### config.mk
export PLATFORM = sky130hd
export DESIGN_NAME = key_entry_sequencer
export DESIGN_NICKNAME = d
export VERILOG_FILES = /design/src/rtl/key_entry_sequencer.sv
export SDC_FILE = /design/constraint.sdc
export NUM_CORES = 1
export LEC_CHECK = 0
export ABC_AREA = 1
export CORE_AREA = 2 2 64 66
export DETAILED_ROUTE_END_ITERATION = 16
export DIE_AREA = 0 0 66 68
export HOLD_SLACK_MARGIN = 0.12
export PLACE_DENSITY = 0.8
export REMOVE_ABC_BUFFERS = 1
export SYNTH_ARGS = -nofsm -noshare
export SYNTH_HDL_FRONTEND = slang
export SYNTH_SLANG_ARGS = --single-unit
### constraint.sdc
create_clock -name clk -period 2.5 [get_ports clk]
set_input_delay 0.25 -clock clk [delete_from_list [all_inputs] [get_ports clk]]
set_output_delay 0.25 -clock clk [all_outputs]
set_load 0.01 [all_outputs]
### src/rtl/key_entry_sequencer.sv
// Key entry sequencer: collects two keypad nibbles into a byte, then either
// stores the byte as the new key (program mode) or hands it to a downstream
// comparator and reacts to its match result. After too many consecutive
// mismatches the block refuses input for a fixed number of cycles.
module key_entry_sequencer #(
    parameter logic [7:0] KEY_INIT    = 8'h00,
    parameter int         MAX_TRIES   = 3,
    parameter int         LOCK_CYCLES = 16
) (
    input  logic       clk,
    input  logic       reset,
    input  logic       in_valid,
    input  logic [3:0] in_nibble,
    input  logic       prog_mode,
    input  logic       clear,
    input  logic       match,
    output logic [7:0] data_1,
    output logic [7:0] data_2,
    output logic       read_strobe,
    output logic       unlocked,
    output logic       key_loaded,
    output logic       locked,
    output logic [1:0] fail_count,
    output logic       busy
);

    typedef enum logic [2:0] {
        IDLE    = 3'd0,
        HAVE_HI = 3'd1,
        STROBE  = 3'd2,
        CHECK   = 3'd3,
        LOCKED  = 3'd4
    } state_t;

    localparam logic [1:0]  MAX_TRIES_L = 2'(MAX_TRIES);
    localparam logic [15:0] LOCK_LOAD   = 16'(LOCK_CYCLES - 1);

    state_t      state_q, state_d;
    logic [3:0]  hi_q, hi_d;
    logic [7:0]  data1_q, data1_d;
    logic [7:0]  data2_q, data2_d;
    logic [1:0]  fail_q, fail_d;
    logic [15:0] lockCnt_q, lockCnt_d;
    logic        unlocked_q, unlocked_d;
    logic        keyLoaded_q, keyLoaded_d;
    logic [1:0]  failInc;

    // Next-state logic: every register holds by default, pulse flags default low.
    always_comb begin
        state_d     = state_q;
        hi_d        = hi_q;
        data1_d     = data1_q;
        data2_d     = data2_q;
        fail_d      = fail_q;
        lockCnt_d   = lockCnt_q;
        unlocked_d  = 1'b0;
        keyLoaded_d = 1'b0;
        failInc     = 2'(fail_q + 2'd1);

        case (state_q)
            IDLE: begin
                if (in_valid) begin
                    hi_d    = in_nibble;
                    state_d = HAVE_HI;
                end
            end
            HAVE_HI: begin
                if (clear) begin
                    state_d = IDLE;
                end else if (in_valid) begin
                    if (prog_mode) begin
                        data2_d     = {hi_q, in_nibble};
                        keyLoaded_d = 1'b1;
                        fail_d      = 2'd0;
                        state_d     = IDLE;
                    end else begin
                        data1_d = {hi_q, in_nibble};
                        state_d = STROBE;
                    end
                end
            end
            STROBE: begin
                state_d = CHECK;
            end
            CHECK: begin
                if (match) begin
                    unlocked_d = 1'b1;
                    fail_d     = 2'd0;
                    state_d    = IDLE;
                end else begin
                    fail_d = failInc;
                    if (failInc == MAX_TRIES_L) begin
                        lockCnt_d = LOCK_LOAD;
                        state_d   = LOCKED;
                    end else begin
                        state_d = IDLE;
                    end
                end
            end
            LOCKED: begin
                if (lockCnt_q == 16'd0) begin
                    fail_d  = 2'd0;
                    state_d = IDLE;
                end else begin
                    lockCnt_d = lockCnt_q - 16'd1;
                end
            end
            default: begin
                state_d = IDLE;
            end
        endcase
    end

    // State and datapath registers with synchronous reset overriding everything.
    always_ff @(posedge clk) begin
        if (reset) begin
            state_q     <= IDLE;
            hi_q        <= 4'h0;
            data1_q     <= 8'h00;
            data2_q     <= KEY_INIT;
            fail_q      <= 2'd0;
            lockCnt_q   <= 16'd0;
            unlocked_q  <= 1'b0;
            keyLoaded_q <= 1'b0;
        end else begin
            state_q     <= state_d;
            hi_q        <= hi_d;
            data1_q     <= data1_d;
            data2_q     <= data2_d;
            fail_q      <= fail_d;
            lockCnt_q   <= lockCnt_d;
            unlocked_q  <= unlocked_d;
            keyLoaded_q <= keyLoaded_d;
        end
    end

    // Status outputs decoded straight from the state register.
    always_comb begin
        read_strobe = (state_q == STROBE);
        locked      = (state_q == LOCKED);
        busy        = (state_q != IDLE);
    end

    assign data_1     = data1_q;
    assign data_2     = data2_q;
    assign unlocked   = unlocked_q;
    assign key_loaded = keyLoaded_q;
    assign fail_count = fail_q;

endmodule

# == Word level (Yosys, flattened, before mapping) ==
# Index checks and enable logic that the tools add are counted.
# op_classes
n_shift,0
n_mux,20
n_mul,0
n_bitwise,5
magnitude_cmp,0
addsub,2
n_eq_ne,14
n_reduce_logical,13
n_div,0
# ops
op,count
$mux W16,3
$pmux W16 S2,1
$mux W3,6
$logic_not A16 Y1,1
$sub A16 B1 Y16 const B,1
$pmux W3 S5,1
$ne A2 B2 Y1 const B,7
$mux W2,6
$reduce_and A4 Y1,3
$eq A3 B2 Y1 const B,2
$pmux W2 S3,1
$reduce_bool A3 Y1,2
$not A1 Y1,5
$reduce_and A5 Y1,1
$reduce_or A4 Y1,1
$eq A3 B1 Y1 const B,1
$eq A3 B3 Y1 const B,1
$logic_not A3 Y1,1
$ne A3 B3 Y1 const B,1
$reduce_and A3 Y1,1
$add A2 B1 Y2 const B,1
$eq A2 B2 Y1 const B,1
$mux W1,2
$ne A2 B1 Y1 const B,1
other kinds (3),3
# word_totals
mem_bits_rw,0
register_bits,43
n_memories,0
mem_bits_ro,0
out_inout_bits,23
inputBits,10
latch_bits,0

# == Longest topological paths before layout ==
# depth
depth_word,5
mapped_depth,12
depth_no_buf,11

# == Worst setup path before layout ==
# OpenSTA, ideal clock, no wires.
# synth_timing
path_type,flip-flop to flip-flop
start,reg lockCnt_q[0]
end,reg lockCnt_q[7]
path_buffers,1
path_slack_ps,1083
arrival_time_ps,1304
synth_period_minus_slack_ps,1417
setup_time_ps,113
path_stages_with_launch,13
path_cell_list,dfxtp_1 > inv_1 > ha_1 > nand2_2 > nor2_2 > nand2_1 > nand2_2 > nand2_2 > buf_6 > nand2_1 > nand2_1 > nand2_1 > nor2_1
# synth_between
elab_chain_len,3
word_cells_on_any_way,6
# synth_lines
element,line,rtl
start: declaration,43,"logic [15:0] lockCnt_q, lockCnt_d;"
start signal: assignment,131,lockCnt_q <= lockCnt_d;
$sub A16 B1 Y16 or $logic_not A16 Y1 (tied branches),"105, 101",
$mux W16 or $ne A2 B2 Y1 (tied branches),n/a,
$pmux W16 S2 or $reduce_and A4 Y1 (tied branches),n/a,
# Parallel ways exist; a longest one is shown, timed or not. The select of a mux whose other input is x is not followed.
# A chain may end at the register's enable or synchronous reset.

# == Worst setup path in the final report ==
# layout_timing
start,reg state_q[1]
end,out locked
# layout_between
elab_chain_len,1
# layout_lines
element,line,rtl
start: declaration,38,"state_t state_q, state_d;"
start signal: assignment,126,state_q <= state_d;
$eq A3 B3 Y1,140,locked = (state_q == LOCKED);
end: declaration,22,"output logic locked,"
# Every way passes these cells.

==> impl_summary.txt <==
----------------------------------------------------
[Power and ir drop]
  Static leakage power ... 1.07 nW
  Share of power burned in registers ... 48.0%
  Fraction of power spent switching nets ... 21.9%
  Switching power ... 0.000325 W
  Maximum VDD drop ... 0.345 mV
  Power density relative to cell area ... 595 mW/mm2
  Clock share of power ... 42.8%
  Combinational Power Share ... 9.2%
  Int Pwr ... 0.00116 W

[Cells and area]
  Area taken by flip-flops and latches ... 861 um2
  Area growth from synthesis to layout ... 24.1%
  Fill cell count ... 376
  Antenna diode instance count ... 0
  Area of the multi-input gates ... 938 um2
  Commonest non-fill, non-tap cell in the layout ... nor2_1
  Share of final-layout standard cells stronger than drive strength 1 ... 7.27%
  Nets@finish ... 341
  Leading cell types in the layout, fill and taps excluded ... nor2_1 (59), nand2_1 (47), dfxtp_1 (43), inv_1 (42), clkdlybuf4s50_1 (32)

[Timing]
  Minimum clock period ... 1880 ps
  Aggregate negative setup slack ... 0 ps
  Unrepaired setup endpoints after global routing ... no
  Worst slew margin relative to its limit ... 63.3%
  Slew at the pin with the worst max-slew slack ... 549 ps
  Final clock period utilization by the worst path ... 75.2%
  Maximum clock frequency ... 0.532 GHz
  Slack of the critical path ... 619 ps
  Total count of max-transition violations in the final report ... 0
  Post-Route Skew ... 7.83 ps
  Setup violation total in the final timing report ... 0
  Final count of hold timing violations ... 0

[Critical path]
  Critical path arrival ... 1630 ps
  Type of element capturing the critical path ... primary output
  Reg-to-reg critical path endpoint ... lockCnt_q[7]
  Worst Path Required ... 2250 ps
  Number of cells on the worst reg-to-reg path ... 11
  Worst-case register-to-register setup slack ... 850 ps
  Kind of start point of the critical path ... flip-flop
  Start point of the critical path ... state_q[1]
  Setup CP Type ... reg2out
  Largest fanout on the critical path ... 8
  Launching point of the worst reg2reg path ... lockCnt_q[0]
  Critical Path Sink ... locked

[CTS]
  Number of hold buffers added after CTS ... 0
  Root Driver ... clkbuf_8
  CTS tree ... yes
  Count of cells resized by post-cts repair ... 0
  CTS sink count ... 43
  Clock transition time at the flip-flop clock pins of the worst setup and hold paths ... 80 ps
  Buffers inserted during post-CTS setup optimization ... 0
  Number of CTS-inserted buffers ... 5
  Maximum buffer depth of the clock tree ... 2
  Count of H-tree levels built during CTS ... 2
  Worst-Skew Late Latency ... 300 ps

[Detailed routing]
  Post-DRT Antenna Nets ... 0
  Post-route DRC violation count ... 0
  Routed wire length ... 4.35 mm
  Number of vias per cell ... 5.02
  Number of vias in the routed layout ... 1906
  Routed length per placed instance ... 11.4 um
  DRC marker count from the first detailed-route iteration ... 99
  Length of the first detailed-routing pass in iterations ... 4

[Synthesis]
  Register bit count reported by yosys ... 43
  Post-synthesis compound-gate area fraction ... 13.8%
  Adder and majority cell fraction of the synthesized area ... 1.24%
  Number of synthesis warnings ... 0
  Synth Cell Area ... 0.00201 mm2
  Average instance area after synthesis ... 6.82 um2
  Synthesized instance count ... 295
  Sequential cell area fraction in the yosys report ... 42.8%
  Simple-gate portion of the synthesized area ... 30.3%
  Post-synthesis xor/xnor area fraction ... 1.31%
  Portion of netlist area occupied by mux cells ... 0%
  Distinct cell type count of the synthesized netlist ... 24
  Main combinational cell family by area after synthesis ... simple AND/OR/NAND/NOR gates

[Floorplan]
  Die width ... 66 um
  Row Count ... 23
  Full die area ... 0.00449 mm2
  Initial cell density of the core ... 52.1%
  Core area ... 0.00386 mm2
  Die height ... 68 um
  Top-level port count ... 33

[Placement]
  HPWL after detailed placement ... 3.11 mm
  Port buffer count ... 32
  Placer's final routability congestion estimate ... 0.917
  Worst setup timing slack at the placement stage ... 687 ps

[Global route]
  Overall Global Routing Usage ... 20.7%
  Via count of the first global-routing pass ... 1648
  Number of antenna violations at the first check in global routing ... 0
  Overall overflow remaining after global route ... 0
  Largest net degree at the start of global routing ... 24
  Global-route wire length before repair ... 6.98 mm

[Outcome]
  Outcome ... finished clean

[Worst hold path]
  Worst min-delay path class ... reg2reg
  HP Start ... data_1[3]

[Job]
  Maximum Capacitance Violations ... 0

----------------------------------------------------
-- sequential cells by signal, indices dropped and copies added (netlist names) --
name        flops
data_1          8
data_2          8
fail_count      2
hi_q            4
key_loaded      1
lockCnt_q      16
state_q         3
unlocked        1
-- cell usage after synthesis --
cell type | n | share of area, %
nand2_1 | 47 | 8.8
a21oi_1 | 26 | 6.5
nand4_1 | 2 | 0.62
nand2_2 | 5 | 1.6
nand3_1 | 15 | 3.7
inv_2 | 2 | 0.37
clkbuf_1 | 3 | 0.56
inv_1 | 42 | 7.8
dfxtp_1 | 43 | 43
nor3_1 | 4 | 1.0
xor2_1 | 2 | 0.87
nor2_2 | 5 | 1.6
a211oi_1 | 1 | 0.37
nand3b_1 | 1 | 0.37
nor2_4 | 1 | 0.56
nand4_2 | 1 | 0.62
xnor2_1 | 1 | 0.44
o21ai_0 | 28 | 7.0
nand3_2 | 1 | 0.50
nor2_1 | 59 | 11
buf_4 | 1 | 0.37
buf_6 | 2 | 1.1
buf_2 | 1 | 0.25
ha_1 | 2 | 1.2
-- area by class of cell --
| type | instances | area share [%] |
|---|---|---|
| Multi-Input combinational cell | 201 | 37.6 |
| Sequential cell | 43 | 34.5 |
| Timing Repair Buffer | 34 | 13.4 |
| Inverter | 44 | 6.62 |
| Clock buffer | 6 | 2.91 |
| Tap cell | 50 | 2.51 |
| Clock inverter | 2 | 2.41 |
-- worst max-delay path, cell delays in order (launching register included) --
cell and delay (ps):
dfxtp_1 360, nor2_1 140, nand2_1 100, inv_2 160
clkdlybuf4s50_1 560
-- stage by stage --
| stage | hold WS, ps | instance area [um2] | util [%] | total power (W) | cells |
|---|---|---|---|---|---|
| 6_report | 442 | 2490 | 64.7 | 0.00149 | 380 |
| 5_1_grt | 465 | 2490 | 64.7 | 0.00155 | 380 |
| 4_1_cts | 447 | 2490 | 64.7 | 0.00150 | 380 |
| 3_5_place_dp | 435 | 2360 | 61.3 | 0.000865 | 372 |
| 3_3_place_gp | 428 | 2360 | 61.3 | 0.000862 | 372 |
| 2_1_floorplan | 319 | 1960 | - | 0.000805 | 288 |
-- power groups by stage --
stage / combinational (W) / sequential (W) / clock (W)
global route: 0.000156 / 0.000716 / 0.000678
floorplan: 0.0000738 / 0.000731 / 0
finish: 0.000137 / 0.000712 / 0.000636
CTS: 0.000137 / 0.000713 / 0.000647
global placement: 0.000133 / 0.000728 / 0
detailed placement: 0.000137 / 0.000729 / 0
-- worst min path at each step --
| stage | slack, ps | endpoint | cells past startpoint |
|---|---|---|---|
| finish | 440 | data_1[3] | 2 |
| global placement | 430 | data_1[6] | 2 |
| floorplan | 320 | fail_count[0] | 1 |
| CTS | 450 | data_1[3] | 2 |
| detailed placement | 440 | data_1[0] | 2 |
| global route | 460 | data_1[3] | 2 |
-- kinds of logic (layout without fill, tap and decap cells) --
logic type | Yosys count | count (layout)
buffers and inverters | 51 | 86
adders and majority gates | 2 | 2
xor gates and xnor gates | 3 | 3
AOI/OAI and AO/OA | 55 | 55
and+or+nand+nor | 141 | 141
DFF | 43 | 43
-- layer usage --
metal  global-route usage, %  part of all wire (%)  up-vias
li1                        -                     -      996
met2                    37.6                    49       48
met5                       0                     0        -
met3                    7.40                   6.0        3
met1                    22.6                    44      859
met4                    6.63                  0.83        0
(Power assumes the default switching activity.)
